[config.mk]
export PLATFORM = sky130hd
export DESIGN_NAME = ram_arbiter
export DESIGN_NICKNAME = d
export VERILOG_FILES = /design/src/rtl/ram_arbiter.sv
export SDC_FILE = /design/constraint.sdc
export NUM_CORES = 1
export LEC_CHECK = 0
export ABC_AREA = 1
export ABC_CLOCK_PERIOD_IN_PS = 1600
export CAP_MARGIN = 30
export CORE_UTILIZATION = 50
export DETAILED_ROUTE_END_ITERATION = 7
export DONT_BUFFER_PORTS = 1
export SYNTH_ARGS = -nofsm -noshare
export SYNTH_HDL_FRONTEND = slang
export SYNTH_SLANG_ARGS = --single-unit
[constraint.sdc]
create_clock -name clk -period 1.6 [get_ports clk]
set_input_delay 0.32 -clock clk [delete_from_list [all_inputs] [get_ports clk]]
set_output_delay 0.32 -clock clk [all_outputs]
set_load 0.05 [all_outputs]
[src/rtl/ram_arbiter.sv]
// Two-port arbiter in front of a single-port, non-write-through Ram (async read).
// Define RAM_ARB_ROUND_ROBIN_EN for round-robin tie-break; default is fixed priority to port 0.
module ram_arbiter #(
  parameter  int RAM_DEPTH  = 65536,
  parameter  int WIDTH      = 16,
  localparam int ADDR_WIDTH = $clog2(RAM_DEPTH)
) (
  input  logic                  clk,
  input  logic                  rst_n,
  input  logic                  clk_en,
  input  logic                  i_p0_req,
  input  logic                  i_p0_we,
  input  logic                  i_p0_lock,
  input  logic [ADDR_WIDTH-1:0] i_p0_addr,
  input  logic [WIDTH-1:0]      i_p0_wdata,
  output logic                  o_p0_ack,
  output logic [WIDTH-1:0]      o_p0_rdata,
  input  logic                  i_p1_req,
  input  logic                  i_p1_we,
  input  logic                  i_p1_lock,
  input  logic [ADDR_WIDTH-1:0] i_p1_addr,
  input  logic [WIDTH-1:0]      i_p1_wdata,
  output logic                  o_p1_ack,
  output logic [WIDTH-1:0]      o_p1_rdata,
  output logic [ADDR_WIDTH-1:0] o_ram_address,
  output logic                  o_ram_load_enable,
  output logic [WIDTH-1:0]      o_ram_load_data,
  input  logic [WIDTH-1:0]      i_ram_data
);

  typedef enum logic {IDLE, ACCESS} state_t;

  state_t state;
  logic   owner;
  logic   locked;
  logic   last_grant;
  logic   cand0, cand1;
  logic   tie_pick;
  logic   winner;

  // While locked only the owner may win; the other port stalls even if the owner is idle.
  always_comb begin
    cand0 = i_p0_req & (~locked | ~owner);
    cand1 = i_p1_req & (~locked |  owner);
`ifdef RAM_ARB_ROUND_ROBIN_EN
    tie_pick = ~last_grant;
`else
    tie_pick = last_grant & 1'b0;
`endif
    winner = (cand0 & cand1) ? tie_pick : cand1;
  end

  always_comb begin
    o_p0_ack = (state == ACCESS) & clk_en & ~owner;
    o_p1_ack = (state == ACCESS) & clk_en &  owner;
  end

  always_ff @(posedge clk or negedge rst_n) begin
    if (!rst_n) begin
      state             <= IDLE;
      owner             <= 1'b0;
      locked            <= 1'b0;
      last_grant        <= 1'b1;
      o_ram_address     <= '0;
      o_ram_load_data   <= '0;
      o_ram_load_enable <= 1'b0;
      o_p0_rdata        <= '0;
      o_p1_rdata        <= '0;
    end else if (clk_en) begin
      case (state)
        IDLE: begin
          if (cand0 | cand1) begin
            owner             <= winner;
            last_grant        <= winner;
            o_ram_address     <= winner ? i_p1_addr  : i_p0_addr;
            o_ram_load_data   <= winner ? i_p1_wdata : i_p0_wdata;
            o_ram_load_enable <= winner ? i_p1_we    : i_p0_we;
            state             <= ACCESS;
          end
        end
        ACCESS: begin
          if (owner) begin
            o_p1_rdata <= i_ram_data;
            locked     <= i_p1_lock;
          end else begin
            o_p0_rdata <= i_ram_data;
            locked     <= i_p0_lock;
          end
          o_ram_load_enable <= 1'b0;
          state             <= IDLE;
        end
        default: state <= IDLE;
      endcase
    end
  end

endmodule

Word level (Yosys, flattened, before mapping)
Index checks and enable logic that the tools add are counted.
{ "totals": {"reg_bits": 68, "input_bits": 89, "elab_cells": 35} }
{ "classes": {"n_eq_ne": 1, "mux": 9, "n_bitwise": 12, "reduce_logical": 5} }
{ "ops": {"columns": ["op", "count"], "rows": [
  ["two-way mux 16 bit", 2],
  ["AND reduction 3 bit", 3],
  ["AND 1 bit", 6],
  ["two-way mux 1 bit", 5],
  ["one-hot mux 1 bit (2 select lines)", 2],
  ["AND reduction 2 bit", 2],
  ["inverter 1 bit", 3],
  ["bitwise OR 1 bit", 3],
  ["!= test 2 bit, second input constant", 1]
]} }

Longest topological paths before layout
Gate-level depths: netlist of the first run.
{ "depth": {"depth_word": 8, "depth_mapped": 8, "ltp_nobuf": 7} }

Least setup slack after synthesis of the first run
Ideal clock, no wire load.
{ "synth_path": {"kind": "register to register", "from": "register owner", "to": "register o_p1_rdata[10]", "setup_time_ns": 0.132, "t_arrival_ns": 1.437, "required_ns": 1.468, "slack_ns": 0.032, "path_stages_with_launch": 7, "n_path_buf": 1, "period_less_slack_ns": 1.568, "path_cell_list": "dfrtp_1 inv_2 nor2_2 inv_1 clkbuf_1 nand2_1 o21ai_0"} }
{ "synth_between": {"elab_chain_len": 1} }
{ "synth_lines": {"columns": ["element", "line_no", "text"], "rows": [
  ["start: declaration", "34", "logic owner;"],
  ["start signal: assignment", "73", "owner <= winner;"],
  ["AND reduction 3 bit (no line)", null, null],
  ["end signal: assignment", "83", "o_p1_rdata <= i_ram_data;"],
  ["end: declaration", "24", "output logic [WIDTH-1:0] o_p1_rdata,"]
]} }
Every way passes these cells.
A chain may end at the register's enable or synchronous reset.

Worst setup path after layout of the first run
{ "layout_path": {"from": "register state", "to": "output o_p0_ack"} }
{ "layout_between": {"elab_chain_len": 2} }
{ "layout_lines": {"columns": ["element", "line_no", "text"], "rows": [
  ["start: declaration", "33", "state_t state;"],
  ["start signal: assignment", "60", "state <= IDLE;"],
  ["start signal: assignment", "78", "state <= ACCESS;"],
  ["start signal: assignment", "90", "state <= IDLE;"],
  ["AND 1 bit (2 in a row)", "54", "o_p0_ack = (state == ACCESS) & clk_en & ~owner;"],
  ["end: declaration", "16", "output logic o_p0_ack,"]
]} }
Every way passes these cells.

==> results of run 1 <==
## worst reg2reg max path, cell delays in order, from the launching register on
cell and delay [ps]:
dfrtp_1 400, inv_2 70, nand2_2 180, nand2_2 110, a21oi_4 270, buf_12 200, nand3_1 90, nand2_1 60
## layout by cell type, fill, tap and decap left out, types with 2 or more instances in the layout
master and count:
nand2_1 141, inv_1 84, dfrtp_1 68, nand3_1 34, nand4_1 33, o21ai_0 31, buf_4 10, clkbuf_8 9
o21ai_1 3, nand2_2 3, nor2_2 2, nand3_2 2, clkinv_4 2, clkinvlp_4 2, buf_12 2
## kinds of logic after synthesis
family / Yosys count
compound gates: 35
buf+inv: 110
flops: 68
simple gates: 215
## stage by stage
step	worst slack [ps]	instances	total power (W)	area [um^2]
2_1_floorplan	31.6	428	0.00695	3270
3_3_place_gp	221	492	0.00740	3380
3_5_place_dp	186	492	0.00746	3380
4_1_cts	85.2	508	0.00891	3580
5_1_grt	19.1	508	0.00930	3580
6_report	109	508	0.00883	3580
## power groups by stage
| stage | combinational (W) | clock, W | sequential, W |
|---|---|---|---|
| finish | 0.00157 | 0.00143 | 0.00584 |
| global route | 0.00183 | 0.00154 | 0.00593 |
| CTS | 0.00159 | 0.00147 | 0.00585 |
| detailed placement | 0.00159 | 0 | 0.00588 |
| global placement | 0.00153 | 0 | 0.00588 |
| floorplan | 0.00126 | 0 | 0.00569 |
## path summary, 6_finish.rpt
check / startpoint / endpoint / slack [ps] / depth (start not counted)
max: state / o_p0_ack / 110 / 3
min: rst_n / o_ram_load_data[4] / -340 / 0
max reg2reg: owner / o_ram_load_data[14] / 160 / 7
min reg2reg: locked / locked / 570 / 2
max in group asynchronous: rst_n / o_ram_address[13] / 1810 / 0
min in group clk: clk_en / state / 70 / 1
## layer usage
layer	share of wire (%)	track usage, %
met1	44	30.8
met2	47	34.4
met3	8.4	7.85
met4	0.57	10.5
met5	0	0
## flip-flops by register name, indices dropped and copies added (netlist names)
name,cells
o_p1_rdata,16
o_ram_load_data,16
o_p0_rdata,16
locked,1
owner,1
o_ram_address,16
o_ram_load_enable,1
state,1
## layout make-up
cell class,count,share of cell area [%]
clock inverter,7,2.13
timing repair buffer,12,3.22
tap,77,2.69
multi-input combinational,250,32.0
clock buffer,9,3.46
inverter,85,8.92
sequential,68,47.6
==> impl_results.md, run 1 <==
* Post-layout nets at between 500 and 600
* Initial antenna violation count at 0
* Post-synth top area cell: dfrtp_1
* CTS sink cnt at 68
* Max_slew headroom at 65.2%
* Critical Path Source Type: flop
* Share of synthesized registers carrying an async set or reset at 100%
* Die Area at around 6900 um^2
* Critical path class: flop to output port
* Worst-case clock skew at roughly 5.2 ps
* Measured slew at the worst slew-check pin at 522 ps
* Synth cell count leaders: nand2_1, inv_1, dfrtp_1
* Final setup viols at 0
* Tot GR Track Use at a little under a quarter
* # fillers at roughly 600
* Max Fclk at ~670 MHz
* Crit share post-route at 93.2%
* Clock Root Buffer: clkbuf_8
* Combinational power share at approximately 18%
* Syn. warnings at 0
* Worst-path clk slew at ~80 ps
* Worst Hold Slack at -337 ps
* Seq/Total Area, Yosys at between 50% and 60%
* DRT antenna net count at 0
* Wire per inst at roughly 15 um
* Number of synthesized flops with an enable pin at 0
* Post-Synth Simple-Gate Area at between 20% and 30%
* Post-Synth XOR/XNOR Area at 0%
* Worst-Skew Late Latency at between 300 and 400 ps
* Top cells by area, synth: dfrtp_1, nand2_1, inv_1
* DR DRC count at 0
* Avg Vias per Cell at 5.22
* Most numerous cell in the Yosys netlist: nand2_1
* Vias at about 2700
* Slowest CP cell: dfrtp_1
* Max-Cap Viols at 0
* First-pass GRT wire length at between 10000 and 15000 um
* Die Y-Extent at roughly 83 um
* Final TNS setup at 0 ps
* Syn Nets at roughly 520
* P per Cell Area at around 2500 nW/um^2
* Area Overhead vs Synth at 9.21%
* CTS HTree Levels at 3
* DR pass1 iterations at 5
* Avg Cell Area, Syn at 7.65 um^2
* Yosys top cell area share at 52.0%
* Clk pwr share at between 10% and 20%
* Initial DRC Count at around 150
* Share of layout cells above drive strength 1 at under 10%
* Largest family of logic cells by synthesized area: simple AND/OR/NAND/NOR gates
* Post-Synth Adder-Cell Area at 0%
* WL final at roughly 7700 um
* Number of synthesized register bits at just under 70
* Leakage at about 2.0 nW
* Synth unique cells at 16
* Final Hold Fails at 68
* Crit path DAT at approximately 1200 ps
* CP Buf/Inv Count at 1
* Worst path cell trace: nand2_1, nor2_2, buf_4
* Min cycle time layout at roughly 1500 ps
* Port bufs at 0
* CP Max Fanout at 4
* Switching power total at 0.00506 W
* Number of global-route vias before repair at 2531
* Sequential share of power at approximately two thirds
* Sw frac at between 50% and 60%
* Status: finished, violations left
* Antenna diodes at 0
* RSZ-0062 raised after global routing: false
* Gate Count Post-Synth at around 430
* Number of buffers created by CTS at 9
* Int Pwr at around 0.0038 W
* Largest net degree at the start of global routing at between 60 and 70
* Initial Util at between 50% and 60%
* Mux cell area share after synthesis at 0%
* Clock buffer depth at 2
* Synth Area in Compound Gates at 5.69%
* Area occupied by multi-input gates at 1140 um^2
* Routability congestion estimate at 0.746
* Failing checks: hold timing
* Max incr delay on CP at between 300 and 400 ps
* Total congestion overflow at 0
* Post-CTS setup buffer count at 0
* Die W at 82.9 um
* Post-cts resize count at 0
* Worst min-delay path class: primary input to async pin
* Delay-heaviest family, CP: flip-flops
* CP Capture Type: output port
* Worst endpoint required time at 1280 ps
* Hpwl dp at between 5000 and 6000 um
* Row count at 29
* Register area at ~1700 um^2
* TritonCTS clock tree: yes
* Final Util at 56.3%
* Synth Flop Type: dfrtp_1
* Max VDD drop at ~0.0013 V
* Final Slew Violations at 0
* Mapped Area at 3270 um^2
* Core area at around 6300 um^2
* IO Pins at between 150 and 200
(Power assumes the default switching activity.)
==> run 2: changes to the inputs <==
--- a/config.mk
+++ b/config.mk
@@ -6,11 +6,12 @@
 export NUM_CORES = 1
 export LEC_CHECK = 0
 export ABC_AREA = 1
-export ABC_CLOCK_PERIOD_IN_PS = 1600
-export CAP_MARGIN = 30
+export ABC_CLOCK_PERIOD_IN_PS = 1300
+export CAP_MARGIN = 20
 export CORE_UTILIZATION = 50
 export DETAILED_ROUTE_END_ITERATION = 7
 export DONT_BUFFER_PORTS = 1
+export PLACE_DENSITY = 0.68
 export SYNTH_ARGS = -nofsm -noshare
 export SYNTH_HDL_FRONTEND = slang
 export SYNTH_SLANG_ARGS = --single-unit
==> constraint.sdc (replaced) <==
create_clock -name clk -period 1.3 [get_ports clk]
set_input_delay 0.26 -clock clk [delete_from_list [all_inputs] [get_ports clk]]
set_output_delay 0.26 -clock clk [all_outputs]
set_load 0.05 [all_outputs]
==> impl_results.md, run 2 (synthesized netlist as in run 1, its figures left out) <==
* DRT antenna net count at 0
* Total congestion overflow at 0
* Die Area at about 6900 um^2
* Cell Count, Final, Fillers Out at 516
* CTS sink cnt at about 70
* Max VDD drop at 0.00197 V
* Final setup viols at 33
* Wire per inst at roughly 16 um
* Initial DRC Count at ~150
* Max Fclk at about 710 MHz
* Number of buffers created by CTS at 9
* Final Slew Violations at 0
* Worst Hold Slack at -386 ps
* Clock Root Buffer: clkbuf_8
* RSZ-0062 raised after global routing: true
* Row count at 29
* Crit path DAT at 1150 ps
* Antenna diodes at 0
* Total power at roughly 0.011 W
* Largest net degree at the start of global routing at 69
* Failing checks: hold timing, setup timing
* Die W at a little over 80 um
* CTS HTree Levels at 3
* Register area at around 1700 um^2
* Worst-Skew Late Latency at 330 ps
* Port bufs at 0
* Worst min-delay path class: primary input to async pin
* Critical Path Source Type: flop
* Avg Vias per Cell at between 5 and 6
* Number of global-route vias before repair at between 2000 and 3000
* Critical path class: flop to output port
* First-pass GRT wire length at 12400 um
* Initial Util at 51.6%
* Crit share post-route at 108%
* Routability congestion estimate at between 0.7 and 0.8
* Leakage at about 2.1 nW
* Status: finished, violations left
* Pre-CTS setup slack at between 15 and 20 ps
* CP Max Fanout at 3
* Worst endpoint required time at between 1000 and 1500 ps
* DR DRC count at 0
* Post-layout nets at 523
* Die Y-Extent at 82.9 um
* P per Cell Area at 2930 nW/um^2
* Placed Cells at 490
* Worst-case clock skew at around 9 ps
* IO Pins at around 160
* Area Overhead vs Synth at 15.4%
* Area occupied by multi-input gates at approximately 1200 um^2
* Worst Setup Slack, final at -110 ps
* Hpwl dp at a little over 5000 um
* Vias at 2721
* Clock buffer depth at 2
* Max-Cap Viols at 0
* # fillers at between 500 and 600
* Share of layout cells above drive strength 1 at between 10% and 20%
* Min cycle time layout at between 1000 and 1500 ps
* Tot GR Track Use at between 20% and 30%
* Max_slew headroom at roughly two thirds
* Initial antenna violation count at 0
* Core area at between 6000 and 7000 um^2
* WL final at between 8000 and 9000 um
* Worst-path clk slew at 80 ps
* Measured slew at the worst slew-check pin at just over 500 ps
* CP Capture Type: output port
* Commonest non-fill, non-tap cell in the layout: nand2_1
* TritonCTS clock tree: yes
* Most frequent cells in the layout: nand2_1, inv_1, dfrtp_1
* DR pass1 iterations at 4
* Final Hold Fails at 68
-- run 2: power by group --
part / switching [W] / total (W) / internal, W
registers: 0.00417 / 0.00721 / 0.00304
clock network: 0.000820 / 0.00152 / 0.000700
logic: 0.00138 / 0.00234 / 0.000962
-- run 2: layout make-up --
type	instances	share of cell area, %
flip-flops and latches	68	45.1
clock inverters	7	1.42
multi-input cells	250	31.6
inverters	85	8.44
well taps	77	2.55
clock buffers	9	3.28
repair buffers	20	7.61
-- run 2: per-layer routing --
| metal | vias up | track usage [%] | wire (um) |
|---|---|---|---|
| li1 | 1341 | - | - |
| met1 | 1252 | 28.4 | 3450 |
| met5 | - | 0 | 0 |
| met3 | 15 | 6.66 | 611 |
| met2 | 113 | 35.5 | 4010 |
| met4 | 0 | 10.7 | 153 |
-- run 2: final timing paths --
| path | from | to | slack (ps) | cells past startpoint |
|---|---|---|---|---|
| max | owner | o_p0_ack | -110 | 3 |
| min | rst_n | o_ram_load_data[15] | -390 | 0 |
| max reg2reg | locked | o_ram_address[1] | -80 | 7 |
| min reg2reg | locked | locked | 590 | 2 |
| max in group asynchronous | rst_n | o_ram_load_enable | 1560 | 0 |
| min in group clk | clk_en | state | 20 | 1 |
-- run 2: through the flow --
stage,utilization (%),area (um^2),hold slack [ps],TNS [ps]
floorplan,-,3290,-35.6,-349
global placement,53.3,3390,-34.0,0
detailed placement,53.3,3390,-33.9,0
CTS,56.6,3590,-407,-207
global route,59.5,3780,-408,-4090
finish,59.5,3780,-386,-1440
-- run 2: critical path, cell delays in order, from the launching register on --
cell and delay, ps:
dfrtp_1 410, buf_4 150, nor2_4 110, buf_8 160
-- run 2: what timing repair did --
| item | in CTS | in global routing |
|---|---|---|
| buffers inserted | 1 | 4 |
| cloned | 0 | 5 |
| resized for setup | 5 | 12 |
| pin swaps | 2 | 2 |
| endpoints found under the setup margin | 2 | 54 |
| hold endpoints to repair | 68 | 68 |
